--- config.mk ---
export PLATFORM = sky130hd
export DESIGN_NAME = uart_frame_decoder
export DESIGN_NICKNAME = d
export VERILOG_FILES = /design/src/rtl/uart_frame_pkg.sv /design/src/rtl/uart_frame_buf.sv /design/src/rtl/uart_frame_decoder.sv
export SDC_FILE = /design/constraint.sdc
export NUM_CORES = 1
export LEC_CHECK = 0
export BUFFER_PORTS_ARGS = -buffer_cell sky130_fd_sc_hd__buf_2
export CAP_MARGIN = 20
export CORE_UTILIZATION = 45
export DETAILED_ROUTE_END_ITERATION = 10
export PLACE_DENSITY_LB_ADDON = 0.1
export RECOVER_POWER = 50
export SETUP_SLACK_MARGIN = 0.5
export SKIP_CTS_REPAIR_TIMING = 1
export SLEW_MARGIN = 20
export SYNTH_ARGS = -nofsm -noshare
export SYNTH_HDL_FRONTEND = slang
export SYNTH_SLANG_ARGS = --single-unit
--- constraint.sdc ---
create_clock -name clk -period 2.6 [get_ports clk]
set_input_delay 0 -clock clk [delete_from_list [all_inputs] [get_ports clk]]
set_output_delay 0 -clock clk [all_outputs]
set_load 0.05 [all_outputs]
--- src/rtl/uart_frame_pkg.sv ---
// uart_frame_pkg: shared FSM encoding, error codes and default SOF for the UART frame decoder
package uart_frame_pkg;

    typedef enum logic [2:0] {
        IDLE,
        CMD,
        LEN,
        DATA,
        CHK,
        HOLD
    } state_t;

    localparam logic [1:0] ERR_LENGTH   = 2'd0;
    localparam logic [1:0] ERR_CHECKSUM = 2'd1;
    localparam logic [1:0] ERR_TIMEOUT  = 2'd2;
    localparam logic [1:0] ERR_OVERRUN  = 2'd3;

    localparam logic [7:0] DEFAULT_SOF = 8'hA5;

endpackage

--- src/rtl/uart_frame_buf.sv ---
// uart_frame_buf: DEPTH x 8 payload store, one write port and a registered read port
//   clk, rst          : clock, synchronous active-high reset (clears only the read register)
//   we, waddr, wdata  : write port
//   raddr, rdata      : read port, one-cycle latency; out-of-range addresses read 8'h00
module uart_frame_buf #(
    parameter int DEPTH = 64,
    parameter int AW    = $clog2(DEPTH)
) (
    input  logic          clk,
    input  logic          rst,
    input  logic          we,
    input  logic [AW-1:0] waddr,
    input  logic [7:0]    wdata,
    input  logic [AW-1:0] raddr,
    output logic [7:0]    rdata
);

    logic [7:0] mem [DEPTH];

    // Storage has no reset so it maps onto block or distributed RAM.
    always_ff @(posedge clk) begin
        if (we) mem[waddr] <= wdata;
    end

    // The range guard only exists when the address can exceed the depth.
    if ((2 ** AW) > DEPTH) begin : g_guard
        always_ff @(posedge clk) begin
            if (rst) rdata <= 8'h00;
            else rdata <= (int'(raddr) >= DEPTH) ? 8'h00 : mem[raddr];
        end
    end else begin : g_plain
        always_ff @(posedge clk) begin
            if (rst) rdata <= 8'h00;
            else rdata <= mem[raddr];
        end
    end

endmodule

--- src/rtl/uart_frame_decoder.sv ---
// uart_frame_decoder: assembles SOF/CMD/LEN/payload/XOR-checksum frames from a uart_rx byte stream
//   clk, rst              : clock, synchronous active-high reset
//   rx_data, rx_valid     : incoming byte and its one-cycle strobe
//   frame_valid           : a checksum-good frame is held
//   frame_cmd, frame_len  : CMD byte and payload length of the held frame
//   rd_addr, rd_data      : payload read port, one-cycle latency
//   frame_ack             : consumer releases the held frame
//   frame_err, err_code   : one-cycle error pulse; code 0=LENGTH 1=CHECKSUM 2=TIMEOUT 3=OVERRUN
// Build option UART_FRAME_TIMEOUT_EN adds the mid-frame inter-byte timeout.
module uart_frame_decoder
    import uart_frame_pkg::*;
#(
    parameter int         MAX_LEN        = 64,
    parameter logic [7:0] SOF_BYTE       = DEFAULT_SOF,
    parameter int         TIMEOUT_CYCLES = 20480,
    localparam int        LEN_W          = $clog2(MAX_LEN + 1),
    localparam int        AW             = $clog2(MAX_LEN)
) (
    input  logic             clk,
    input  logic             rst,
    input  logic [7:0]       rx_data,
    input  logic             rx_valid,
    output logic             frame_valid,
    output logic [7:0]       frame_cmd,
    output logic [LEN_W-1:0] frame_len,
    input  logic [AW-1:0]    rd_addr,
    output logic [7:0]       rd_data,
    input  logic             frame_ack,
    output logic             frame_err,
    output logic [1:0]       err_code
);

    state_t           state, state_n;
    logic [7:0]       cmd, chk;
    logic [LEN_W-1:0] len, idx;
    logic             err_set, we, len_bad, last;
    logic [1:0]       code_set;

    assign len_bad     = rx_data > 8'(MAX_LEN);
    assign last        = idx == len - LEN_W'(1);
    assign frame_valid = state == HOLD;
    assign frame_cmd   = cmd;
    assign frame_len   = len;

`ifdef UART_FRAME_TIMEOUT_EN
    localparam int TW = $clog2(TIMEOUT_CYCLES + 1);
    logic [TW-1:0] tmo_cnt;
    logic          active, tmo;
    assign active = state inside {CMD, LEN, DATA, CHK};
    // Fires on the TIMEOUT_CYCLES-th consecutive byte-free cycle mid-frame.
    assign tmo = active && !rx_valid && tmo_cnt == TW'(TIMEOUT_CYCLES - 1);
    always_ff @(posedge clk) begin
        if (rst || rx_valid || !active || tmo) tmo_cnt <= '0;
        else tmo_cnt <= tmo_cnt + TW'(1);
    end
`endif

    always_ff @(posedge clk) begin
        if (rst) state <= IDLE;
        else state <= state_n;
    end

    always_comb begin
        state_n  = state;
        err_set  = 1'b0;
        code_set = err_code;
        we       = 1'b0;
        if (rx_valid) begin
            case (state)
                IDLE: state_n = rx_data == SOF_BYTE ? CMD : IDLE;
                CMD:  state_n = LEN;
                LEN: begin
                    state_n  = len_bad ? IDLE : rx_data == 8'd0 ? CHK : DATA;
                    err_set  = len_bad;
                    code_set = ERR_LENGTH;
                end
                DATA: begin
                    we      = 1'b1;
                    state_n = last ? CHK : DATA;
                end
                CHK: begin
                    state_n  = rx_data == chk ? HOLD : IDLE;
                    err_set  = rx_data != chk;
                    code_set = ERR_CHECKSUM;
                end
                HOLD: begin
                    err_set  = 1'b1;
                    code_set = ERR_OVERRUN;
                end
                default: state_n = IDLE;
            endcase
        end
        // An ack still releases the frame even when a byte is dropped as overrun.
        if (state == HOLD && frame_ack) state_n = IDLE;
`ifdef UART_FRAME_TIMEOUT_EN
        if (tmo) begin
            state_n  = IDLE;
            err_set  = 1'b1;
            code_set = ERR_TIMEOUT;
        end
`endif
    end

    always_ff @(posedge clk) begin
        if (rst) begin
            frame_err <= 1'b0;
            err_code  <= ERR_LENGTH;
            cmd       <= 8'h00;
            len       <= '0;
            idx       <= '0;
            chk       <= 8'h00;
        end else begin
            frame_err <= err_set;
            if (err_set) err_code <= code_set;
            if (rx_valid) begin
                case (state)
                    CMD: begin
                        cmd <= rx_data;
                        chk <= rx_data;
                    end
                    LEN: begin
                        if (!len_bad) begin
                            len <= rx_data[LEN_W-1:0];
                            chk <= chk ^ rx_data;
                            idx <= '0;
                        end
                    end
                    DATA: begin
                        chk <= chk ^ rx_data;
                        idx <= idx + LEN_W'(1);
                    end
                    default: ;
                endcase
            end
        end
    end

    uart_frame_buf #(.DEPTH(MAX_LEN), .AW(AW)) u_buf (
        .clk   (clk),
        .rst   (rst),
        .we    (we),
        .waddr (idx[AW-1:0]),
        .wdata (rx_data),
        .raddr (rd_addr),
        .rdata (rd_data)
    );

endmodule
Word level (Yosys, flattened, before mapping):

Memories as Yosys holds them, arrays and structs flattened. A register that Yosys moved wholly into a read port is not among the register bits.
Cells that the tools add are included.

* register bits after elaboration: 36
* latch bits: 0
* RAM bits: 512
* ROM bits: 0
* bits of input ports: 18
* output and inout bits: 27
* logic and storage cells: 54
* memories: 1

Memory list
* u_buf.mem: words 64, width 8, rd ports 1, clocked after Yosys merged registers in 1, wr ports 1, RTL line uart_frame_buf.sv:18 `logic [7:0] mem [DEPTH];`

* add/sub/neg operators: 2
* multipliers: 0
* divide/modulo/power cells: 0
* magnitude comparators: 1
* equality and inequality tests: 10
* shift-type cells: 0
* muxes and demuxes: 17
* bitwise operators: 3
* reduce and logical (&&, ||, !) cells: 13

Operators with widths (number)
* 8-bit one-hot mux with 3 select lines: 1
* 3-bit one-hot mux with 6 select lines: 1
* 7-bit one-hot mux with 2 select lines: 1
* 3-bit two-way mux: 4
* 3-bit AND reduction: 4
* 8-bit equality test: 1
* 8-bit equality test (second input constant): 1
* 8-bit by 7-bit > comparator with 1-bit output (second input constant): 1
* 8-bit zero test: 1
* 8-bit two-way mux: 1
* 8-bit inequality test: 1
* 8-bit bitwise XOR: 1
* 7-bit by 1-bit adder with 7-bit output (second input constant): 1
* 7-bit equality test: 1
* 7-bit two-way mux: 1
* 7-bit by 1-bit subtractor with 7-bit output (second input constant): 1
* 3-bit by 2-bit equality test with 1-bit output (second input constant): 2
* 3-bit equality test (second input constant): 2
* 1-bit two-way mux: 6
* 2-bit one-hot mux with 3 select lines: 1
* 3-bit nonzero test: 2
* 2-bit AND reduction: 2
* 3-bit by 1-bit equality test with 1-bit output (second input constant): 1
* 3-bit zero test: 1
* 6 further kinds: 7

Depth between registers and ports, before layout:

Gate-level depths: netlist of run 1.

* depth after elaboration: 5
* mapped depth: 8
* gate-level depth less buffers: 7

Hierarchy:

Synthesis of run 1 repeated with hierarchy kept, for this count alone.

* cells, all modules: 1189
* area, all modules: 22195.0 um^2

By module, submodules not included
* uart_frame_buf: instances 1, cells an instance 921, area an instance 20120.5 um^2, seq. area each 15534.9 um^2
* uart_frame_decoder: instances 1, cells an instance 268, area an instance 2074.5 um^2, seq. area each 720.7 um^2

Worst setup path before layout of run 1:

No wires, ideal clock.

* path kind: register to register
* from: register len[0], in the netlist frame_len[0]
* to: register state[0]
* setup time: 135 ps
* arrival: 2159 ps
* data required time: 2465 ps
* slack: 306 ps
* cell stages (with the launch flop): 8
* path through: dfxtp_1 -> inv_1 -> ha_1 -> o21bai_1 -> a211o_1 -> a31o_1 -> a211oi_1 -> o211ai_1

* cells in the longest elaborated chain, start to end: 4

RTL lines
* start: declaration: RTL line uart_frame_decoder.sv:35 `logic [LEN_W-1:0] len, idx;`
* start signal: assignment: RTL line uart_frame_decoder.sv:123 `len <= rx_data[LEN_W-1:0];`
* 7-bit by 1-bit subtractor with 7-bit output: RTL line uart_frame_decoder.sv:40 `assign last = idx == len - LEN_W'(1);`
* 7-bit equality test: RTL line uart_frame_decoder.sv:40
* 3-bit two-way mux: RTL line uart_frame_decoder.sv:79 `state_n = last ? CHK : DATA;`
* 3-bit one-hot mux with 6 select lines: RTL line uart_frame_decoder.sv:69 `case (state)`
* end signal: assignment: RTL line uart_frame_decoder.sv:60 `else state <= state_n;`
* end: declaration: RTL line uart_frame_decoder.sv:33 `state_t state, state_n;`

No other way between the ends.
A chain may end at the register's enable or synchronous reset.

Worst setup path after layout of run 1:

* from: register state[1]
* to: memory u_buf.mem[53][5], enable pin

* cells in the longest elaborated chain, start to end: 5

RTL lines
* 3-bit by 2-bit equality test with 1-bit output: RTL line uart_frame_decoder.sv:69
* 1-bit two-way mux: RTL line uart_frame_decoder.sv:69
* 1-bit two-way mux: RTL line uart_frame_decoder.sv:68 `if (rx_valid) begin`
* 1-bit two-way mux: RTL line uart_frame_buf.sv:22 `if (we) mem[waddr] <= wdata;`
* 1-bit two-way mux (implied by the code): RTL line uart_frame_buf.sv:22
* end: declaration: RTL line uart_frame_buf.sv:18

No other way between the ends.

==> qor.txt, run 1 <==
=====================================================================================
Number of cell rows                                                                81
Maximum clock rate                                                            471 MHz
Peak fanout along the critical path                                                 8
Post-synthesis share of cell area spent on and, or, nand and nor gates          5.65%
Share of the clock period used by the worst path after layout                   81.7%
Fraction of final layout cells with drive strength greater than 1               25.4%
Cells along the critical path                                            nor2b_1, nand3_1, nor2_2, nand2_1, nor2_1, buf_4
Die Height                                                                     224 µm
Cell count after synthesis                                                      1,214
Number of endpoints with negative hold slack in the final report                    0
Num CTS Buffers                                                                    57
Worst-case clock buffer depth                                                       3
Sequential-to-total area share from yosys stat                                  73.1%
Core box area                                                              48,800 µm²
Worst path max stage delay                                                     420 ps
Total Negative Setup Slacks                                                      0 ps
Number of port buffers                                                             44
Fraction of registers with async set or reset after synthesis                      0%
Finished Cell Area                                                         25,800 µm²
Multiplexer share of the synthesized area                                       15.3%
Rel. slew slack                                                                -43.5%
Peak supply drop                                                           0.000462 V
Arr. time, crit path                                                          2430 ps
Total routing usage reported by global routing                                  22.0%
Post-synthesis adder-cell area fraction                                        0.113%
Antenna violations before repair                                                    2
Root Driver                                                              sky130_fd_sc_hd__clkbuf_16
Iteration count of the initial detailed-routing pass                                5
Startpoint of the lowest-slack register-to-register path                     state[1]
Dominant combinational cell family by area after synthesis               multiplexers
Starting density of the core                                                    45.5%
ANT nets after route                                                                0
Count of warnings emitted by yosys                                                  0
Synth Register Bits                                                               556
CTS sink cnt                                                                      556
DP Area                                                                    23,900 µm²
Startpoint kind of the worst setup timing path                               register
Boundary Pins                                                                      45
Post-Route WL                                                                 53.8 mm
Average instance area after synthesis                                        18.3 µm²
Count of distinct cell types in the synthesized netlist                            58
Type of the worst setup path                                               reg -> reg
Drc violations                                                                      0
Global-route wire length before repair                                        79.9 mm
Clock-pin slew of the registers on the worst-case setup and hold paths          60 ps
Die ar.                                                                    50,300 µm²
Post-route core utilization                                                     52.7%
Count of max-cap constraint violations                                              2
RSZ-0062 raised after global routing                                              yes
Slew at the pin closest to its max-slew limit                                 2150 ps
Detail Placement HPWL                                                         34.1 mm
Worst clock skew                                                              13.5 ps
Number of global-route vias before repair                                      12,033
Htree depth                                                                         2
XOR/XNOR share of the synthesized area                                         0.889%
Crit path buf inv count                                                             1
Count of flip-flops with a built-in enable after synthesis                        512
Post-detailed-route via-to-cell ratio                                            5.67
Number of nets in the final layout                                              1,391
Width of the chip                                                              224 µm
Worst Hold Class                                                            in -> reg
Power per Cell Area                                                        718 nW/µm²
First element of the critical path                                           state[1]
Minimum period implied by the final worst setup slack                         2120 ps
Cell count after placement                                                      1,964
Cell type of the slowest stage on the worst timing path                  sky130_fd_sc_hd__nand2_1
Data required time of the critical path                                       2910 ps
Maximum number of pins on one net before global-route repair                       66
Type of destination of the critical path                                     register
Destination of the worst register-to-register timing path                u_buf.mem[53][5]
Global placement routability congestion                                         0.816
CTS tree                                                                          yes
Share of the synthesized area in compound gates (AO/OA/AOI/OAI)                 3.17%
Dominant delay contributor by cell family on the critical path           simple AND/OR/NAND/NOR gates
Violations in the final reports                                          capacitance limit, slew limit
Post-synthesis net count                                                        1,234
Cell area after technology mapping                                         22,200 µm²
Setup-violating endpoint count in the final report                                  0
Gr ovfl total                                                                       0
Clock insertion delay at the later pin of the skew report                      610 ps
Number of fillers in the final layout                                           4,054
Worst Reg2Reg Path Length in Cells                                                  6
Area growth syn-to-layout                                                       15.9%
Depth of the worst hold-timing path                                                 2
DRT iter0 DRCs                                                                  1,085
Hold path endpoint                                                       u_buf.mem[22][7]
Run status                                                               finished with violations
Pleak                                                                         8.32 nW
Most common flop cell mapped by yosys                                    sky130_fd_sc_hd__edfxtp_1
Vias after detailed routing                                                    11,825
Worst hold path startpoint                                                 rx_data[7]
Final non-filler cell total                                                     2,085
Routed wirelength normalized by instance count                                25.8 µm
Number of pins with negative max-slew slack in the final report                    83
Worst reg2reg setup slack                                                      480 ps
=====================================================================================
## power by group
group | internal [mW] | switching, mW | total [mW] | leakage [nW]
clock | 4.41 | 3.36 | 7.77 | 0.869
combinational | 0.338 | 0.605 | 0.943 | 2.50
sequential | 9.78 | 0.0126 | 9.79 | 4.96
total | 14.5 | 3.98 | 18.5 | 8.32
## logic make-up after synthesis
logic type / after synthesis
AOI/OAI and AO/OA: 107
xor gates and xnor gates: 21
adders and majority gates: 2
buffers and inverters: 81
DFF: 556
muxes: 175
and+or+nand+nor: 272
## synthesized netlist by cell type (all sizes together) (4+ instances only)
library cell | count | area [µm²]
nor2b | 13 | 81.3
nand4 | 14 | 87.6
buf | 39 | 230
mux4 | 131 | 2950
or4 | 4 | 30.0
a22oi | 5 | 37.5
nor2 | 109 | 409
a21oi | 47 | 235
xnor2 | 7 | 61.3
dfxtp | 44 | 881
nand2b | 11 | 68.8
o221ai | 6 | 52.6
o21ai | 5 | 25.0
xor2 | 13 | 114
nand3b | 5 | 37.5
edfxtp | 512 | 15400
a211oi | 4 | 30.0
o31ai | 9 | 67.6
nand2 | 68 | 255
nand3 | 11 | 55.1
mux2i | 38 | 380
nor3 | 18 | 90.1
o2111ai | 6 | 52.6
inv | 6 | 22.5
o211ai | 7 | 52.6
mux2 | 6 | 67.6
clkbuf | 36 | 136
## through the flow
step,hold slack [ps],total power [mW],setup WS (ps)
after floorplan,98.9,10.5,414
after global placement,342,10.9,314
after detailed placement,355,10.9,318
after CTS,-300,18.7,312
after global routing,121,19.1,312
final,91.1,18.5,476
## routing by layer
| layer | share of wire [%] | wire (µm) | track usage (%) |
|---|---|---|---|
| met5 | 0.024 | 13 | 0 |
| met4 | 2.7 | 1470 | 7.00 |
| met3 | 7.4 | 4010 | 5.29 |
| met2 | 46 | 24700 | 33.5 |
| met1 | 44 | 23600 | 31.4 |
## final cells by class
class / count / area (µm²) / area share [%]
inverters: 6 / 22.5 / 0.0874
flip-flops and latches: 556 / 16300 / 63.1
clock inverters: 25 / 161 / 0.627
repair buffers: 173 / 1240 / 4.82
clock buffers: 83 / 1620 / 6.28
diodes: 1 / 2.50 / 0.00971
well taps: 664 / 831 / 3.23
multi-input cells: 577 / 5630 / 21.8
## sequential cells by signal, indices dropped and copies added (netlist names)
register and flops:
chk 8, err_code 2, frame_cmd 8, frame_err 1
frame_len 7, idx 7, state 3, u_buf.mem 512
u_buf.rdata 8
## worst max-delay path by stage
| stage | end | depth (start not counted) |
|---|---|---|
| finish | u_buf.mem[53][5] | 6 |
| detailed placement | state[0] | 7 |
| floorplan | u_buf.mem[56][0] | 6 |
| global placement | state[0] | 7 |
| CTS | state[0] | 7 |
| global route | u_buf.mem[51][4] | 6 |
## cells in the final DEF, fill, tap and decap left out, types with 6 or more instances in the layout
| master | instances |
|---|---|
| sky130_fd_sc_hd__xnor2_1 | 7 |
| sky130_fd_sc_hd__clkbuf_1 | 56 |
| sky130_fd_sc_hd__o31ai_1 | 9 |
| sky130_fd_sc_hd__dlygate4sd3_1 | 12 |
| sky130_fd_sc_hd__nor2b_1 | 13 |
| sky130_fd_sc_hd__o2111ai_1 | 6 |
| sky130_fd_sc_hd__mux4_2 | 131 |
| sky130_fd_sc_hd__clkbuf_8 | 6 |
| sky130_fd_sc_hd__buf_4 | 100 |
| sky130_fd_sc_hd__o221ai_1 | 6 |
| sky130_fd_sc_hd__mux2i_1 | 38 |
| sky130_fd_sc_hd__clkbuf_16 | 59 |
| sky130_fd_sc_hd__nand2b_1 | 11 |
| sky130_fd_sc_hd__xor2_1 | 13 |
| sky130_fd_sc_hd__o211ai_1 | 7 |
| sky130_fd_sc_hd__nand4_1 | 14 |
| sky130_fd_sc_hd__nor2_1 | 105 |
| sky130_fd_sc_hd__edfxtp_1 | 512 |
| sky130_fd_sc_hd__nor3_1 | 18 |
| sky130_fd_sc_hd__nand2_1 | 68 |
| sky130_fd_sc_hd__inv_1 | 6 |
| sky130_fd_sc_hd__clkinv_2 | 12 |
| sky130_fd_sc_hd__buf_12 | 6 |
| sky130_fd_sc_hd__clkinv_1 | 6 |
| sky130_fd_sc_hd__a21oi_1 | 47 |
| sky130_fd_sc_hd__nand3_1 | 10 |
| sky130_fd_sc_hd__buf_2 | 10 |
| sky130_fd_sc_hd__dfxtp_1 | 41 |
No activity file was read; power rests on OpenSTA's default activity.
==> run 2: changes to the inputs <==
==> constraint.sdc (replaced) <==
create_clock -name clk -period 1.82 [get_ports clk]
set_input_delay 0 -clock clk [delete_from_list [all_inputs] [get_ports clk]]
set_output_delay 0 -clock clk [all_outputs]
set_load 0.05 [all_outputs]
==> run 2 against run 1 <==
Against the previous run: the run ends with capacitance limit, slew limit, setup timing left; cell count is 3.1% higher; clock skew is 19 ps higher; worst hold slack worse by 89 ps; non-clock buffer count is 74 higher; register-to-register slack worse by 490 ps; final area is 9.0% higher.
==> qor.txt, run 2 (synthesis results as in run 1) <==
=====================================================================================
Run status                                                               finished with violations   unchanged
Violations in the final reports                                          capacitance limit, slew limit, setup timing   was capacitance limit, slew limit
Area growth syn-to-layout                                                       26.3%   was 15.9%
Post-route core utilization                                                     57.5%   was 52.7%
Worst reg2reg setup slack                                                      -20 ps   was 480 ps
Htree depth                                                                         2   unchanged
Number of nets in the final layout                                              1,465   was 1,391
Power dissipated by switching net loads                                       5.63 mW   was 3.98 mW
Antenna violations before repair                                                    1   was 2
Setup-violating endpoint count in the final report                                 16   was 0
Post-detailed-route via-to-cell ratio                                            5.61   was 5.67
Number of endpoints with negative hold slack in the final report                    0   unchanged
Peak supply drop                                                           0.000701 V   was 0.000462 V
Final critical-path setup slack                                              -16.8 ps   was 476 ps
Worst path max stage delay                                                     450 ps   was 420 ps
Rel. slew slack                                                                -21.5%   was -43.5%
Starting density of the core                                                    45.5%   unchanged
Commonest non-fill, non-tap cell in the layout                           sky130_fd_sc_hd__edfxtp_1   unchanged
Startpoint of the lowest-slack register-to-register path                     state[1]   unchanged
Total Negative Setup Slacks                                                   -212 ps   was 0 ps
Clock-pin slew of the registers on the worst-case setup and hold paths          60 ps   about the same
Cells along the critical path                                            nor2b_4, nand3_4, or4_4, buf_12, nor2_4   was nor2b_1, nand3_1, nor2_2, nand2_1, nor2_1, buf_4
Cell type of the slowest stage on the worst timing path                  sky130_fd_sc_hd__or4_4   was sky130_fd_sc_hd__nand2_1
Routed wirelength normalized by instance count                                25.1 µm   was 25.8 µm
Switching part of the total power                                               21.1%   was 21.5%
Worst-case clock buffer depth                                                       3   unchanged
Die ar.                                                                    50,300 µm²   unchanged
DRT iter0 DRCs                                                                    972   was 1,085
Number of cells on the critical path                                                5   was 6
Num CTS Buffers                                                                    57   unchanged
Comb pwr share                                                                   5.9%   was 5.1%
Reg area                                                                   16,300 µm²   about the same
Count of max-cap constraint violations                                              1   was 2
Number of pins with negative max-slew slack in the final report                    36   was 83
Width of the chip                                                              224 µm   unchanged
Dominant delay contributor by cell family on the critical path           simple AND/OR/NAND/NOR gates   unchanged
Maximum number of pins on one net before global-route repair                       66   unchanged
Clock insertion delay at the later pin of the skew report                      620 ps   was 610 ps
Root Driver                                                              sky130_fd_sc_hd__clkbuf_16   unchanged
Number of port buffers                                                             44   unchanged
Max reg flops                                                                     512   unchanged
Power per Cell Area                                                        949 nW/µm²   was 718 nW/µm²
Capture point of the critical path                                       u_buf.mem[40][2]   was u_buf.mem[53][5]
Leading cell types in the layout, fill and taps excluded                 512 x sky130_fd_sc_hd__edfxtp_1, 131 x sky130_fd_sc_hd__mux4_2, 104 x sky130_fd_sc_hd__buf_4, 69 x sky130_fd_sc_hd__nor2_4   was 512 x sky130_fd_sc_hd__edfxtp_1, 131 x sky130_fd_sc_hd__mux4_2, 105 x sky130_fd_sc_hd__nor2_1, 100 x sky130_fd_sc_hd__buf_4, 68 x sky130_fd_sc_hd__nand2_1
Startpoint kind of the worst setup timing path                               register   unchanged
CTS tree                                                                          yes   unchanged
Number of fillers in the final layout                                           3,766   was 4,054
Worst clock skew                                                              32.9 ps   was 13.5 ps
Number of cell rows                                                                81   unchanged
RSZ-0062 raised after global routing                                              yes   unchanged
Type of destination of the critical path                                     register   unchanged
Die Height                                                                     224 µm   unchanged
Destination of the worst register-to-register timing path                u_buf.mem[40][2]   was u_buf.mem[53][5]
Global-route wire length before repair                                        78.5 mm   was 79.9 mm
First element of the critical path                                           state[1]   unchanged
Power share of the sequential group                                             52.5%   was 52.9%
Largest Register                                                            u_buf.mem   unchanged
Share of power burned in the clock network                                      41.6%   was 42.0%
Post-Route WL                                                                 54.0 mm   was 53.8 mm
CTS sink cnt                                                                      556   unchanged
Vias after detailed routing                                                    12,052   was 11,825
Share of the clock period used by the worst path after layout                    101%   was 81.7%
Slew at the pin closest to its max-slew limit                                 1820 ps   was 2150 ps
Type of the worst setup path                                               reg -> reg   unchanged
Fraction of final layout cells with drive strength greater than 1               39.9%   was 25.4%
Number of global-route vias before repair                                      11,998   was 12,033
Crit path buf inv count                                                             1   unchanged
Boundary Pins                                                                      45   unchanged
Worst Hold Class                                                            in -> reg   unchanged
Cell internal pwr                                                             21.0 mW   was 14.5 mW
Minimum period implied by the final worst setup slack                         1840 ps   was 2120 ps
Iteration count of the initial detailed-routing pass                                5   unchanged
Global placement routability congestion                                         0.846   was 0.816
Gr ovfl total                                                                       0   unchanged
Area taken by multi-input logic gates                                        6580 µm²   was 5630 µm²
Pleak                                                                         9.04 nW   was 8.32 nW
Maximum clock rate                                                            544 MHz   was 471 MHz
Core box area                                                              48,800 µm²   unchanged
Data required time of the critical path                                       2100 ps   was 2910 ps
Detail Placement HPWL                                                         35.1 mm   was 34.1 mm
ANT nets after route                                                                0   unchanged
Drc violations                                                                      0   unchanged
Arr. time, crit path                                                          2120 ps   was 2430 ps
Total routing usage reported by global routing                                  21.5%   was 22.0%
Worst Reg2Reg Path Length in Cells                                                  5   was 6
Peak fanout along the critical path                                                 8   unchanged
=====================================================================================
## run 2: cell count changes in the layout (fill, tap and decap cells not counted), sizes merged
| cell | before | now |
|---|---|---|
| bufinv | 1 | 3 |
| inv | 7 | 6 |
| clkinvlp | 3 | 2 |
| buf | 118 | 211 |
| clkbuf | 126 | 99 |
| clkinv | 20 | 18 |
| dlygate4sd3 | 12 | 13 |
## run 2: tightest hold or removal path, cell delays in order
cell	delay [ps]
sky130_fd_sc_hd__buf_2	150
sky130_fd_sc_hd__buf_4	200
sky130_fd_sc_hd__nand2_1	70
sky130_fd_sc_hd__nand3_1	80
sky130_fd_sc_hd__o211ai_1	90
## run 2: routing by layer
layer | GRT usage [%] | vias to the layer above | wire [µm]
li1 | - | 5367 | -
met1 | 30.9 | 6302 | 23900
met2 | 35.2 | 318 | 26600
met3 | 3.14 | 65 | 2660
met4 | 4.63 | 0 | 838
met5 | 0 | - | 0
## run 2: power by group through the flow
stage / clock, mW / sequential (mW) / combinational [mW]
floorplan: 0 / 14.3 / 0.705
global placement: 0 / 14.2 / 1.46
detailed placement: 0 / 14.2 / 1.47
CTS: 11.3 / 14.0 / 1.47
global route: 11.8 / 14.0 / 1.67
finish: 11.1 / 14.0 / 1.57
## run 2: worst min-delay path by stage
stage	startpoint	endpoint	cells after the start
global placement	rx_data[3]	chk[3]	3
detailed placement	rx_data[5]	chk[5]	3
CTS	rx_data[5]	chk[5]	3
finish	rx_valid	state[0]	5
floorplan	rx_data[0]	u_buf.mem[0][0]	0
global route	rx_valid	state[0]	5
## run 2: cell type report
cell class / count / share of cell area [%]
Clock buffer: 76 / 5.59
Timing Repair Buffer: 247 / 9.23
Sequential cell: 556 / 58.0
Inverter: 6 / 0.103
Multi-Input combinational cell: 577 / 23.4
Clock inverter: 23 / 0.664
Tap cell: 664 / 2.96
Antenna cell: 1 / 0.00891
## run 2: stage by stage
step | setup WS, ps | hold WS (ps) | power [mW] | cells | instance area, µm²
6_report | -16.8 | 2.44 | 26.6 | 2150 | 28100
5_1_grt | -82.9 | 4.55 | 27.4 | 2149 | 28100
4_1_cts | -143 | -300 | 26.7 | 2094 | 26800
3_5_place_dp | -166 | 364 | 15.7 | 1995 | 25100
3_3_place_gp | -198 | 356 | 15.7 | 1995 | 25100
2_1_floorplan | -26.7 | 98.9 | 15.0 | 1214 | 22900
